==> src/rtl/mem_rsp.sv <==
// Memory/IO responder: serves one access at a time from external SRAM (with wait states)
// or from keyboard/display device registers at 0xFE00-0xFE06. Optional macro: MEM_RSP_KBD_INT_EN.
module mem_rsp #(
    parameter int unsigned WAIT_CYC = 3
) (
    input  logic        clk,
    input  logic        rst_n,
    input  logic        mio_en,
    input  logic        r_w,
    input  logic [15:0] addr,
    input  logic [15:0] wdata,
    output logic [15:0] rdata,
    output logic        ready,
    output logic        mem_req,
    output logic        mem_we,
    output logic [15:0] mem_addr,
    output logic [15:0] mem_wdata,
    input  logic [15:0] mem_rdata,
    input  logic        kb_vld,
    input  logic [7:0]  kb_data,
    output logic        kb_rdy,
    output logic        dsp_vld,
    output logic [7:0]  dsp_data,
    input  logic        dsp_rdy,
    output logic        irq
);

    localparam logic [1:0] ST_IDLE = 2'd0;
    localparam logic [1:0] ST_BUSY = 2'd1;
    localparam logic [1:0] ST_DONE = 2'd2;

    localparam logic [3:0] WAIT_LD = 4'(WAIT_CYC);

    localparam logic [15:0] ADDR_KBSR = 16'hFE00;
    localparam logic [15:0] ADDR_KBDR = 16'hFE02;
    localparam logic [15:0] ADDR_DSR  = 16'hFE04;
    localparam logic [15:0] ADDR_DDR  = 16'hFE06;

    logic [1:0]  state_q, state_d;
    logic [3:0]  cnt_q, cnt_d;
    logic        r_w_q;
    logic [15:0] addr_q;
    logic [15:0] wdata_q;
    logic        mem_req_q;
    logic        mem_we_q;
    logic [15:0] rdata_q;
    logic        kbsr_full_q;
    logic [7:0]  kb_byte_q;
    logic        dsp_vld_q;
    logic [7:0]  dsp_data_q;
    logic        kbsr_ie;

    logic        accept;
    logic        acc_dev;
    logic        dev_q;
    logic        finish;
    logic        sel_kbsr, sel_kbdr, sel_dsr, sel_ddr;
    logic [15:0] dev_rdata;

    assign accept  = (state_q == ST_IDLE) && mio_en;
    assign acc_dev = (addr[15:9] == 7'h7F);
    assign dev_q   = (addr_q[15:9] == 7'h7F);
    assign finish  = (state_q == ST_BUSY) && (cnt_q == 4'd0);

    assign sel_kbsr = (addr_q == ADDR_KBSR);
    assign sel_kbdr = (addr_q == ADDR_KBDR);
    assign sel_dsr  = (addr_q == ADDR_DSR);
    assign sel_ddr  = (addr_q == ADDR_DDR);

    // FSM next state and wait counter
    always_comb begin
        state_d = state_q;
        cnt_d   = cnt_q;
        unique case (state_q)
            ST_IDLE: begin
                if (mio_en) begin
                    state_d = ST_BUSY;
                    cnt_d   = acc_dev ? 4'd0 : WAIT_LD;
                end
            end
            ST_BUSY: begin
                if (cnt_q == 4'd0) begin
                    state_d = ST_DONE;
                end else begin
                    cnt_d = cnt_q - 4'd1;
                end
            end
            ST_DONE: state_d = ST_IDLE;
            default: state_d = ST_IDLE;
        endcase
    end

    always_ff @(posedge clk or negedge rst_n) begin
        if (!rst_n) begin
            state_q <= ST_IDLE;
            cnt_q   <= 4'd0;
        end else begin
            state_q <= state_d;
            cnt_q   <= cnt_d;
        end
    end

    // Access latch; the SRAM strobe fires only for non-device addresses
    always_ff @(posedge clk or negedge rst_n) begin
        if (!rst_n) begin
            r_w_q     <= 1'b0;
            addr_q    <= 16'h0000;
            wdata_q   <= 16'h0000;
            mem_req_q <= 1'b0;
            mem_we_q  <= 1'b0;
        end else begin
            mem_req_q <= accept && !acc_dev;
            mem_we_q  <= accept && !acc_dev && r_w;
            if (accept) begin
                r_w_q   <= r_w;
                addr_q  <= addr;
                wdata_q <= wdata;
            end
        end
    end

    always_comb begin
        dev_rdata = 16'h0000;
        if (sel_kbsr) dev_rdata = {kbsr_full_q, kbsr_ie, 14'b0};
        if (sel_kbdr) dev_rdata = {8'h00, kb_byte_q};
        if (sel_dsr)  dev_rdata = {~dsp_vld_q, 15'b0};
        if (sel_ddr)  dev_rdata = {8'h00, dsp_data_q};
    end

    always_ff @(posedge clk or negedge rst_n) begin
        if (!rst_n) begin
            rdata_q <= 16'h0000;
        end else if (finish && !r_w_q) begin
            rdata_q <= dev_q ? dev_rdata : mem_rdata;
        end
    end

    // Keyboard: kb_rdy is low while full, so capture and KBDR-read clear never collide
    always_ff @(posedge clk or negedge rst_n) begin
        if (!rst_n) begin
            kbsr_full_q <= 1'b0;
            kb_byte_q   <= 8'h00;
        end else if (kb_vld && !kbsr_full_q) begin
            kbsr_full_q <= 1'b1;
            kb_byte_q   <= kb_data;
        end else if ((state_q == ST_DONE) && !r_w_q && sel_kbdr) begin
            kbsr_full_q <= 1'b0;
        end
    end

    // Display: a DDR write while a byte is pending is dropped
    always_ff @(posedge clk or negedge rst_n) begin
        if (!rst_n) begin
            dsp_vld_q  <= 1'b0;
            dsp_data_q <= 8'h00;
        end else if (dsp_vld_q && dsp_rdy) begin
            dsp_vld_q <= 1'b0;
        end else if (finish && r_w_q && sel_ddr && !dsp_vld_q) begin
            dsp_vld_q  <= 1'b1;
            dsp_data_q <= wdata_q[7:0];
        end
    end

`ifdef MEM_RSP_KBD_INT_EN
    logic kbsr_ie_q;
    logic irq_q;

    always_ff @(posedge clk or negedge rst_n) begin
        if (!rst_n) begin
            kbsr_ie_q <= 1'b0;
            irq_q     <= 1'b0;
        end else begin
            irq_q <= kbsr_full_q && kbsr_ie_q;
            if (finish && r_w_q && sel_kbsr) begin
                kbsr_ie_q <= wdata_q[14];
            end
        end
    end

    assign kbsr_ie = kbsr_ie_q;
    assign irq     = irq_q;
`else
    assign kbsr_ie = 1'b0;
    assign irq     = 1'b0;
`endif

    assign ready     = (state_q == ST_DONE);
    assign rdata     = rdata_q;
    assign mem_req   = mem_req_q;
    assign mem_we    = mem_we_q;
    assign mem_addr  = addr_q;
    assign mem_wdata = wdata_q;
    assign kb_rdy    = ~kbsr_full_q;
    assign dsp_vld   = dsp_vld_q;
    assign dsp_data  = dsp_data_q;

endmodule

==> config.mk <==
export PLATFORM = sky130hd
export DESIGN_NAME = mem_rsp
export DESIGN_NICKNAME = d
export VERILOG_FILES = /design/src/rtl/mem_rsp.sv
export SDC_FILE = /design/constraint.sdc
export NUM_CORES = 1
export LEC_CHECK = 0
export ABC_AREA = 1
export BUFFER_PORTS_ARGS = -buffer_cell sky130_fd_sc_hd__buf_2
export CORE_MARGIN = 2
export CORE_UTILIZATION = 53
export DETAILED_ROUTE_END_ITERATION = 10
export PLACE_DENSITY = 0.85
export SLEW_MARGIN = 5
export SYNTH_ARGS = -nofsm -noshare
export SYNTH_HDL_FRONTEND = slang
export SYNTH_SLANG_ARGS = --single-unit
export TNS_END_PERCENT = 50
==> constraint.sdc <==
create_clock -name clk -period 4.1 [get_ports clk]
set_input_delay 0.205 -clock clk [delete_from_list [all_inputs] [get_ports clk]]
set_output_delay 0.205 -clock clk [all_outputs]
set_load 0.01 [all_outputs]
After elaboration in Yosys (flattened, before gate mapping)
Cells that the tools add are included.
- input port bits: 62
- bits in registers: 75
- output and inout port bits: 62
- muxes and demuxes: 16
- equal/unequal tests: 11
- reduce and logical (&&, ||, !) cells: 24
- $add $sub $neg: 1
- bitwise logic cells: 3
- operators with widths (kind ; number):
    $mux 16 ; 5
    $eq 16x16->1 const B ; 4
    $eq 7x7->1 const B ; 2
    $logic_and 1x1->1 ; 12
    $mux 4 ; 2
    $pmux 4 s2 ; 1
    $mux 2 ; 3
    $reduce_bool 2->1 ; 3
    $logic_not 1->1 ; 4
    $logic_not 4->1 ; 1
    $mux 1 ; 4
    $ne 2x2->1 const B ; 2
    $pmux 2 s2 ; 1
    $reduce_and 2->1 ; 2
    $sub 4x1->4 const B ; 1
    $not 1->1 ; 3
    $reduce_and 3->1 ; 1
    $eq 2x1->1 const B ; 1
    $eq 2x2->1 const B ; 1
    $logic_not 2->1 ; 1
    $ne 2x1->1 const B ; 1

Depth between registers and ports, before layout
- depth in word-level cells: 7
- mapped depth: 9

Worst setup path before layout
No wires, ideal clock.
- path kind: reg2reg
- start point: register addr_q[7], in the netlist mem_addr[7]
- end point: register dsp_data_q[0], in the netlist dsp_data[0]
- cell stages (with the launch flop): 9
- library setup time: 0.117 ns
- data required time: 3.983 ns
- arrival time: 1.292 ns
- path buffers: 1
- path slack: 2.692 ns
- clock period less this slack: 1.408 ns
- cell sequence: dfrtp_1 > nor2_1 > nand2_1 > nor2_4 > and2_4 > buf_8 > nand2_8 > nand2_1 > nand2_1
- cells in the longest elaborated chain, start to end: 4
- ends and longest elaborated chain (item ; line ; source):
    start, declared ; 42 ; logic [15:0] addr_q;
    start signal, assigned ; 116 ; addr_q <= addr;
    $eq 16x16->1 ; 68 ; assign sel_ddr = (addr_q == ADDR_DDR);
    $logic_and 1x1->1 (2 in a row) ; 158 ; end else if (finish && r_w_q && sel_ddr && !dsp_vld_q) begin
    $reduce_and 2->1 (no line) ; n/a ;
    end signal, assigned ; 160 ; dsp_data_q <= wdata_q[7:0];
    end, declared ; 50 ; logic [7:0] dsp_data_q;
No other way between the ends.
A chain may end at the register's enable or synchronous reset.

Final worst setup path
- start point: register cnt_q[0]
- end point: register rdata_q[5], in the netlist rdata[5]
- cells in the longest elaborated chain, start to end: 3
- ends and longest elaborated chain (item ; line ; source):
    start, declared ; 40 ; logic [3:0] cnt_q, cnt_d;
    start signal, assigned ; 99 ; cnt_q <= cnt_d;
    $logic_not 4->1 ; 63 ; assign finish = (state_q == ST_BUSY) && (cnt_q == 4'd0);
    $logic_and 1x1->1 ; 63 ;
    $logic_and 1x1->1 ; 133 ; end else if (finish && !r_w_q) begin
    end signal, assigned ; 134 ; rdata_q <= dev_q ? dev_rdata : mem_rdata;
    end, declared ; 46 ; logic [15:0] rdata_q;
No other way between the ends.

==> metrics <==
cell family with most CP delay=simple AND/OR/NAND/NOR gates; Tcrit/Tclk final=0.498; CP Depth=8; Leak=~2.3 nW; sum of buffers and inverters on the critical path=2; vias per cell=5.04; unrepaired setup endpoints after global routing=no; Remaining Overflow, GRT=0; post-synth net total=between 400 and 500; skew final=9.19 ps; post_cts resized=0; status=finished clean; NetSw=1.06 mW; Residual DRC=0; Antenna Cells=0; detailed-placement wirelength estimate=5730 um; CP most frequent cell=nand2_1; post-synthesis average cell area=8.75 um^2; Max-slew headroom=0.303; count of different cell masters after synthesis=29; VDD IR max=0.363 mV; Hold-fix buffers, CTS=0; share of post-route cells with drive strength above 1=0.323; DIE AREA=a little under 7000 um^2; Gate power share=0.363; Final setup violation count=0; Crit. End Element=register; largest net degree at the start of global routing=between 70 and 80; GP Congestion=about 0.8; CP arrival=between 2000 and 2500 ps; Clk pin slew, worst setup/hold paths=~70 ps; Post-Place Cell Area=3920 um^2; Core ar.=5960 um^2; critical-path cell list=inv_1 -> ha_1 -> nand3_1 -> nor2_2 -> nand2_1 -> inv_1 -> nand2_1 -> nand2_1; Rows=28; share of power burned in registers=0.426; drt pass-1 iters=5; clock share of power=0.210; initial antenna violation count=0; PortBufs=122; Worst Setup Start Kind=register; CP endpoint=rdata[5]; Setup crit start=cnt_q[0]; CTS max path bufs=2; vias=2901; max-cap violation count=0; Crit Path Max Fanout=25; sw frac=0.380; Crit Reg-Reg Endpoint=rdata[5]; Area Overhead vs Synth=25.8%; fmax=490 MHz; fin. max-slew vios=0; CTS sink count=between 70 and 80; Power Density=674 nW/um^2; FF-to-FF Start=cnt_q[0]; number of post-CTS setup repair buffers=0; Post-layout nets=~560; slowest stage delay, CP=450 ps; Die W=approximately 83 um; Worst R2R Path Depth=8; Post-Syn Instances=375; H-tree depth=3; WP data required=around 4400 ps; number of routed nets with antenna violations=0; setup TNS=0 ps; # placed instances=560; clk root buf=clkbuf_8; I/O Pins=124; actual slew at the worst max-slew pin=1040 ps; DR WL/cell=approximately 13 um; Tot GR Track Use=0.243; Starting DRT DRC Count=185; Post-Layout Cell Count=576; mapped cell area=~3300 um^2; Clock Latency Late Sink=340 ps; initial core utilization=0.551; worst reg2reg setup slack=2060 ps; Fin. Hold Viols=0; total internal power=1.72 mW; die height=82.7 um; number of global-route vias before repair=between 2k and 3k; flop and latch count out of synthesis=75; synth warn=0; Crit-path slowest cell=nand2_1; post-route minimum period=2040 ps; CTS Buf Count=9; Routed WL=7730 um; kind of critical path=register to register; Hold Crit Class=input pin to async pin; sequential share of the synthesized area=0.572; final instance area=about 4100 um^2; wire length of the first global-routing pass=12500 um; TritonCTS clock tree=yes
stage by stage:
| stage | utilization | hold WS [ps] | setup slack (ps) | total power [mW] |
|---|---|---|---|---|
| 2_1_floorplan | - | -90.6 | 2690 | 1.80 |
| 3_3_place_gp | 0.658 | 394 | 2160 | 2.16 |
| 3_5_place_dp | 0.658 | 388 | 2070 | 2.22 |
| 4_1_cts | 0.693 | 21.8 | 2040 | 2.81 |
| 5_1_grt | 0.693 | 24.3 | 1820 | 3.01 |
| 6_report | 0.693 | 1.30 | 2060 | 2.78 |
power by group through the flow:
stage | registers [mW] | logic [mW] | clock network [mW]
finish | 1.19 | 1.01 | 0.585
global route | 1.22 | 1.17 | 0.629
CTS | 1.18 | 1.03 | 0.597
detailed placement | 1.19 | 1.02 | 0
global placement | 1.18 | 0.983 | 0
floorplan | 1.29 | 0.506 | 0
layout make-up:
class | instances | area [um^2]
Fill cell | 488 | 1830
Clock inverter | 1 | 30.0
Clock buffer | 15 | 176
Multi-Input combinational cell | 267 | 1250
Tap cell | 75 | 93.8
Timing Repair Buffer | 123 | 621
Sequential cell | 75 | 1880
Inverter | 20 | 75.1
worst reg2reg max path: stages (launching register included):
cell	delay, ps
dfrtp_1	380
inv_1	90
ha_1	210
nand3_1	150
nor2_2	130
nand2_1	450
inv_1	410
nand2_1	110
nand2_1	60
state kept, by name (all words and copies together) (netlist names):
| signal | flops |
|---|---|
| mem_wdata | 16 |
| kbsr_full_q | 1 |
| mem_req | 1 |
| dsp_data | 8 |
| r_w_q | 1 |
| state_q | 2 |
| dsp_vld | 1 |
| kb_byte_q | 8 |
| mem_we | 1 |
| mem_addr | 16 |
| cnt_q | 4 |
| rdata | 16 |
worst min path at each step:
| stage | from | end | slack, ps | cells past startpoint |
|---|---|---|---|---|
| 2_1_floorplan | rst_n | cnt_q[0] | -90 | 0 |
| 3_3_place_gp | dsp_rdy | dsp_vld | 390 | 2 |
| 3_5_place_dp | dsp_rdy | dsp_vld | 390 | 2 |
| 6_report | rst_n | rdata[12] | 1 | 1 |
| 5_1_grt | dsp_rdy | dsp_vld | 20 | 2 |
| 4_1_cts | dsp_rdy | dsp_vld | 20 | 2 |
logic make-up (layout without fill, tap and decap cells):
group | count (synthesis) | after routing | share of synthesized area
flip-flops | 75 | 75 | 0.572
other | 1 | 1 | 0.00114
buffers and inverters | 33 | 159 | 0.0457
AO/OA/AOI/OAI | 24 | 24 | 0.0393
multiplexers | 8 | 8 | 0.0275
adder cells (fa/ha/maj) | 1 | 1 | 0.00381
AND/OR/NAND/NOR | 233 | 233 | 0.311
synthesized netlist by cell type, drive strengths merged:
master / count / share of area
conb: 1 / 0.0011
nand2: 166 / 0.20
ha: 1 / 0.0038
inv: 20 / 0.023
nand4: 4 / 0.0095
o211ai: 1 / 0.0023
mux2: 8 / 0.027
buf: 10 / 0.019
nor3: 3 / 0.0080
nor2: 19 / 0.033
dfrtp: 75 / 0.57
nand3: 40 / 0.061
a21oi: 2 / 0.0031
clkbuf: 3 / 0.0034
and2: 1 / 0.0027
a21boi: 1 / 0.0023
o21ai: 20 / 0.032
cells in the final DEF (no fill, tap or decap), drive strengths merged:
cell type	instances
nand2	166
buf	123
dfrtp	75
nand3	40
inv	20
o21ai	20
nor2	19
clkbuf	15
mux2	8
nand4	4
nor3	3
a21oi	2
and2	1
o211ai	1
a21boi	1
ha	1
conb	1
bufinv	1
routing by layer:
layer | track usage | vias up | part of all wire
met5 | 0 | - | 0
li1 | - | 1430 | -
met2 | 0.391 | 113 | 0.48
met1 | 0.322 | 1342 | 0.42
met3 | 0.0424 | 16 | 0.073
met4 | 0.115 | 0 | 0.024
(Power assumes the default switching activity.)
